[config.mk]
export PLATFORM = sky130hd
export DESIGN_NAME = fifo_to_mem_unpacker
export DESIGN_NICKNAME = d
export VERILOG_FILES = /design/src/rtl/fifo_to_mem_unpacker.sv
export SDC_FILE = /design/constraint.sdc
export NUM_CORES = 1
export LEC_CHECK = 0
export BUFFER_PORTS_ARGS = -buffer_cell sky130_fd_sc_hd__buf_2
export CAP_MARGIN = 10
export CELL_PAD_IN_SITES_DETAIL_PLACEMENT = 0
export CELL_PAD_IN_SITES_GLOBAL_PLACEMENT = 1
export CORE_MARGIN = 1.5
export CORE_UTILIZATION = 43
export DETAILED_ROUTE_END_ITERATION = 10
export PLACE_DENSITY = 0.94
export SLEW_MARGIN = 25
export SYNTH_ARGS = -nofsm -noshare
export SYNTH_HDL_FRONTEND = slang
export SYNTH_SLANG_ARGS = --single-unit
export TNS_END_PERCENT = 1
[constraint.sdc]
create_clock -name clk -period 3.92 [get_ports clk]
set_input_delay 1.176 -clock clk [delete_from_list [all_inputs] [get_ports clk]]
set_output_delay 1.176 -clock clk [all_outputs]
set_load 0.03 [all_outputs]
[src/rtl/fifo_to_mem_unpacker.sv]
// Splits each FIFO word into MEM_WIDTH lanes written to consecutive addresses.
// Ports: clk/rst_n, fifo_rd_data/fifo_empty/fifo_rd_en, mem_wr_*, flush, busy,
// done. Define UNPACK_MSB_FIRST_EN to emit the most-significant lane first.
module fifo_to_mem_unpacker #(
  parameter int unsigned FIFO_WIDTH = 64,
  parameter int unsigned MEM_WIDTH  = 16,
  parameter int unsigned NUM_WORDS  = 76323,
  parameter int unsigned ADDR_WIDTH = 32,
  parameter logic [ADDR_WIDTH-1:0] BASE_ADDR = '0
) (
  input  logic                  clk,
  input  logic                  rst_n,
  input  logic [FIFO_WIDTH-1:0] fifo_rd_data,
  input  logic                  fifo_empty,
  output logic                  fifo_rd_en,
  input  logic                  mem_wr_ready,
  output logic                  mem_wr_en,
  output logic [ADDR_WIDTH-1:0] mem_wr_addr,
  output logic [MEM_WIDTH-1:0]  mem_wr_data,
  input  logic                  flush,
  output logic                  busy,
  output logic                  done
);

  localparam int unsigned RATIO = FIFO_WIDTH / MEM_WIDTH;
  localparam int unsigned LANE_W = (RATIO > 1) ? $clog2(RATIO) : 1;
  localparam int unsigned CNT_W = $clog2(NUM_WORDS + 1);
  localparam logic [LANE_W-1:0] LAST_LANE = LANE_W'(RATIO - 1);
  localparam logic [CNT_W-1:0] LAST_CNT = CNT_W'(NUM_WORDS - 1);

  typedef enum logic {
    IDLE,
    WRITE
  } state_t;

  state_t state_q, state_d;

  logic                  fresh_q;
  logic [FIFO_WIDTH-1:0] word_q;
  logic [LANE_W-1:0]     lane_q;
  logic [CNT_W-1:0]      cnt_q;
  logic                  done_q;

  logic                  acc;
  logic                  last_lane;
  logic                  last_cnt;
  logic                  rd_en;
  logic [FIFO_WIDTH-1:0] src;
  logic [MEM_WIDTH-1:0]  lane_data [RATIO];

  assign mem_wr_en = (state_q == WRITE);
  assign acc       = mem_wr_en & mem_wr_ready;
  assign last_lane = (lane_q == LAST_LANE);
  assign last_cnt  = (cnt_q == LAST_CNT);

  // Refill on the last-lane accept keeps writes back-to-back; no refill
  // when the final write is going out, so trailing lanes are dropped.
  assign rd_en = ~fifo_empty & ~flush &
                 ((state_q == IDLE) |
                  (acc & last_lane & ~last_cnt));

  assign fifo_rd_en = rd_en;

  // The word arrives one cycle after the read; use it directly that cycle
  // and from word_q afterwards so a stall sees identical data.
  assign src = fresh_q ? fifo_rd_data : word_q;

  for (genvar k = 0; k < RATIO; k++) begin : g_lane
`ifdef UNPACK_MSB_FIRST_EN
    assign lane_data[k] = src[(RATIO-1-k)*MEM_WIDTH +: MEM_WIDTH];
`else
    assign lane_data[k] = src[k*MEM_WIDTH +: MEM_WIDTH];
`endif
  end

  always_comb begin
    mem_wr_data = '0;
    for (int k = 0; k < int'(RATIO); k++) begin
      if (lane_q == LANE_W'(k)) begin
        mem_wr_data = lane_data[k];
      end
    end
  end

  assign mem_wr_addr = BASE_ADDR + ADDR_WIDTH'(cnt_q);
  assign busy        = mem_wr_en | (cnt_q != '0);
  assign done        = done_q;

  always_comb begin
    state_d = state_q;
    if (flush) begin
      state_d = IDLE;
    end else if (state_q == IDLE) begin
      if (rd_en) begin
        state_d = WRITE;
      end
    end else if (acc & (last_cnt | (last_lane & fifo_empty))) begin
      state_d = IDLE;
    end
  end

  always_ff @(posedge clk or negedge rst_n) begin
    if (!rst_n) begin
      state_q <= IDLE;
      fresh_q <= 1'b0;
      word_q  <= '0;
      lane_q  <= '0;
      cnt_q   <= '0;
      done_q  <= 1'b0;
    end else begin
      state_q <= state_d;
      done_q  <= acc & last_cnt & ~flush;
      if (fresh_q) begin
        word_q <= fifo_rd_data;
      end
      if (flush) begin
        fresh_q <= 1'b0;
        lane_q  <= '0;
        cnt_q   <= '0;
      end else begin
        fresh_q <= rd_en;
        if (acc) begin
          if (last_cnt) begin
            cnt_q  <= '0;
            lane_q <= '0;
          end else begin
            cnt_q  <= cnt_q + 1'b1;
            lane_q <= last_lane ? '0 : lane_q + 1'b1;
          end
        end
      end
    end
  end

endmodule

## After elaboration in Yosys (flattened, before gate mapping)

Index checks and enable logic that the tools add are counted.

| storage, ports and cells | value |
|---|---|
| register bits | 86 |
| output and inout bits | 52 |
| word-level logic and storage cells | 48 |

| operators by class | value |
|---|---|
| add/subtract/negate cells | 2 |
| equality and inequality tests | 4 |
| muxes and demuxes | 17 |
| bitwise logic cells | 16 |
| reductions and logical operators | 3 |

Operators by type and width:

| kind | count |
|---|---|
| 16-bit 2-to-1 mux | 4 |
| 64-bit 2-to-1 mux | 1 |
| 17-bit 2-to-1 mux | 3 |
| 17-bit by 1-bit adder with 17-bit output (second input constant) | 1 |
| 17-bit == test (second input constant) | 1 |
| 17-bit nonzero test | 1 |
| 1-bit bitwise AND | 9 |
| 2-bit 2-to-1 mux | 4 |
| 1-bit 2-to-1 mux | 5 |
| 2-bit == test (second input constant) | 2 |
| 1-bit inverter | 4 |
| 1-bit OR | 3 |
| 2-bit by 1-bit adder with 2-bit output (second input constant) | 1 |
| 2-bit by 1-bit == test with 1-bit output (second input constant) | 1 |
| 2-bit zero test | 1 |
| 2-bit nonzero test | 1 |

## Logic depth before layout (Yosys ltp)

| logic depth | value |
|---|---|
| word-level depth | 8 |
| depth in mapped cells | 8 |

## Worst setup path after synthesis

OpenSTA, ideal clock, no wires.

| path | value |
|---|---|
| path kind | in2out |
| start | input fifo_rd_data[26] |
| end | output mem_wr_data[10] |
| arrival time | 2.190 ns |
| required time | 2.744 ns |
| path slack | 0.554 ns |
| stages | 3 |
| cell sequence | mux2_2 -> a221oi_1 -> o31ai_1 |

| between the ends | value |
|---|---|
| cells in the longest elaborated chain, start to end | 4 |

Ends and longest elaborated chain:

| what | line | source |
|---|---|---|
| start: declaration | 13 | `input logic [FIFO_WIDTH-1:0] fifo_rd_data,` |
| 64-bit 2-to-1 mux | n/a |  |
| 16-bit 2-to-1 mux (3 in series) | 79 | `if (lane_q == LANE_W'(k)) begin` |
| end: declaration | 19 | `output logic [MEM_WIDTH-1:0] mem_wr_data,` |

No other way between the ends.

## Worst setup path after layout

| path | value |
|---|---|
| start | register fresh_q |
| end | output mem_wr_data[2] |

| between the ends | value |
|---|---|
| elaborated cells between the ends (all ways) | 5 |
| classes of those cells | 5 x mux |

RTL lines:

| what | line | source |
|---|---|---|
| start: declaration | 38 | `logic fresh_q;` |
| start signal: assignment | 121 | `fresh_q <= rd_en;` |
| 64-bit 2-to-1 mux | n/a |  |
| net src[18] | 48 | `logic [FIFO_WIDTH-1:0] src;` |
| 16-bit 2-to-1 mux (3 in series) | 79 |  |

The timed path passes the listed nets, and every way through them passes these cells.

==> results.toml <==
[timing]
hold_violations = 0
rsz0062_at_grt = "false"
setup_viol = 0
slew_violations = 0
tightest_slew_ns = 0.764
fin_crit_sh = 0.934
period_needed_ns = 3.66
fin_setup_tns_ns = 0
finClkSkew_ns = 0.00632
clock.fmax_ghz = 0.273
holdWs_ns = 0.501
slew_headroom = 0.491

[synthesis]
synth_edf_count = 0
synth_top_area_cell = "dfrtp_1"
synth_most_common_cell = "dfrtp_1"
synth.top_cell.area_share = 0.515
yosys_warnings = 0
synthTopCellsByCount = "dfrtp_1 (86), mux2_2 (64), nand2_1 (34), nor2_1 (31), o31ai_1 (17)"
async_flop_share = 1.00
synth_cell_types = 41
synth.area.top_cells = "dfrtp_1 (51%), mux2_2 (17%), a221oi_1 (3.4%)"
ys_ff_latch = 86
synth_cells = 360
synth_area_um2 = 4180
synth_ff_type = "dfrtp_1"
avgSynthCellArea_um2 = 11.6
ys_seq_area_frac = 0.515

[die]
rows = 35
dieHeight_um = 102
core_um2 = 9330
start_util = 0.448
io_pins = 121
dieArea_um2 = 10300
fp.dieW_um = 102

[worst_setup_path]
critPathMaxFanout = 22
worst-path-stages = 6
path_delay_family = "flip-flops"
critical_path_class = "flop to output port"
crit_path_end = "mem_wr_data[2]"
r2r_slack_ns = 2.02
crit_path_end_kind = "output port"
crit_arrival_ns = 2.49
required_ns = 2.74
path_buf_inv = 3
critPathLaunchType = "flop"
cpPeakStageDelay_ns = 0.64
r2r_start = "cnt_q[0]$_DFFE_PN0P_"
cp-startpoint = "fresh_q$_DFF_PN0_"
r2r-end = "cnt_q[13]$_DFFE_PN0P_"
r2r_cells = 7
crit_chain = "buf_12 -> mux2_2 -> a221oi_1 -> buf_4 -> o31ai_1 -> buf_2"
crit_slowest_cell = "dfrtp_2"

[clock_tree]
cts_buffers = 9
clk_latency_ns = 0.35
hold_buffers = 0
cts_max_level = 3
cts.clk_slew.worst_paths_ns = 0.09
clockRootBuffer = "clkbuf_8"
clockBufferDepth = 2
cts_resized = 0
tritoncts = "yes"
clock_sinks = 86
post_cts_buffers = 0

[layout]
syn_to_final_growth_pct = 19.6
antenna_cells = 0
n_fill_cell = 827
drive_gt1_frac = 0.437
nNetsFinal = 540

[detailed_routing]
wl_per_cell_um = 16.6
drtIter0Drc = 104
viasPerCell = 5.28
drt-pass1-iter-count = 4
drc = 0
wirelength_mm = 9.94
ant_nets = 0
vias = 3159

[pwr]
leakagePower_nw = 2.26
ir_drop_uv = 188
power_density_nw_per_um2 = 442

[global_route]
grtUsageTotal = 0.199
grt_max_degree = 61
grt_pass1_vias = 3152
grt_pass1_wl_mm = 15.6
grt_antenna_before_repair = 0
gr-total-overflow = 0

[status]
outcome = "finished clean"

[placement]
routabilityCongestion = 0.839
dp_hpwl_mm = 7.11
io_buffer_count = 105

[min_path]
hold_class = "flop to flop"

[flow_run]
cap_viol_max_count = 0
==> worst min-delay path by stage <==
stage                               startpoint              endpoint  slack [ns]  depth (start not counted)
after floorplan           word_q[16]$_DFF_PN0_  word_q[16]$_DFF_PN0_        0.47                          1
after global placement    word_q[61]$_DFF_PN0_  word_q[61]$_DFF_PN0_        0.48                          1
after detailed placement  word_q[17]$_DFF_PN0_  word_q[17]$_DFF_PN0_        0.48                          1
after CTS                 word_q[17]$_DFF_PN0_  word_q[17]$_DFF_PN0_        0.50                          1
after global routing      word_q[21]$_DFF_PN0_  word_q[21]$_DFF_PN0_        0.52                          1
final                     word_q[43]$_DFF_PN0_  word_q[43]$_DFF_PN0_        0.50                          1
==> routing by layer <==
metal / global-route usage / part of all wire / vias up
met5: 0 / 0 / -
met4: 0.0684 / 0.017 / 0
met3: 0.0511 / 0.073 / 13
met2: 0.325 / 0.48 / 130
met1: 0.256 / 0.43 / 1549
li1: - / - / 1467
==> area by class of cell <==
class / count / area, um^2 / area share
sequential: 86 / 2150 / 0.431
multi-input combinational: 246 / 1850 / 0.369
timing repair buffer: 114 / 608 / 0.122
tap: 129 / 161 / 0.0323
clock buffer: 9 / 124 / 0.0248
clock inverter: 7 / 78.8 / 0.0158
inverter: 7 / 26.3 / 0.00526
==> cells in the final DEF (no fill, tap or decap), types with 2 or more instances in the layout <==
master      count
buf_2         104
dfrtp_1        85
mux2_2         64
nand2_1        34
nor2_1         31
o31ai_1        17
a221oi_1       16
conb_1         15
clkbuf_8        9
buf_4           9
inv_1           7
ha_1            7
nand3_1         5
nand4_1         5
a21oi_1         5
o21ai_0         5
xor2_1          5
xnor2_1         5
nor3_1          4
and4_1          3
or3_1           3
inv_6           3
clkinvlp_4      3
a211oi_1        2
and4_2          2
a31oi_1         2
==> worst register-to-register path, cell delays in order, from the launching register on <==
cell and delay [ns]:
dfrtp_1 0.45, inv_1 0.11, ha_1 0.14, and4bb_2 0.24
nand4_2 0.19, and2_1 0.30, and3_1 0.19, o22a_1 0.18
==> registers in the layout, summed over array words and instances (netlist names) <==
signal     flops
cnt_q         17
word_q        64
fresh_q        1
done           1
mem_wr_en      1
lane_q         2
==> kinds of logic after synthesis <==
kind of cell,synth area share
flip-flops,0.515
multiplexers,0.172
AO/OA/AOI/OAI,0.0910
buffers and inverters,0.0557
adder cells (fa/ha/maj),0.0210
AND/OR/NAND/NOR,0.123
other,0.000897
XOR/XNOR,0.0210
==> report_power, final <==
| part | internal [mW] | total [mW] | switching [mW] |
|---|---|---|---|
| combinational | 0.215 | 0.518 | 0.303 |
| sequential | 1.01 | 1.05 | 0.0376 |
| clock | 0.301 | 0.639 | 0.338 |
| total | 1.53 | 2.21 | 0.679 |
==> through the flow <==
stage / total power [mW] / worst slack [ns] / cell area (um^2) / std cells / utilization
4_1_cts: 2.24 / 0.214 / 5000 / 598 / 0.536
3_3_place_gp: 1.58 / 0.326 / 4800 / 582 / 0.514
3_5_place_dp: 1.59 / 0.295 / 4800 / 582 / 0.514
6_report: 2.21 / 0.257 / 5000 / 598 / 0.536
2_1_floorplan: 1.43 / 0.554 / 4230 / 374 / -
5_1_grt: 2.32 / 0.179 / 5000 / 598 / 0.536
(Power assumes the default switching activity.)
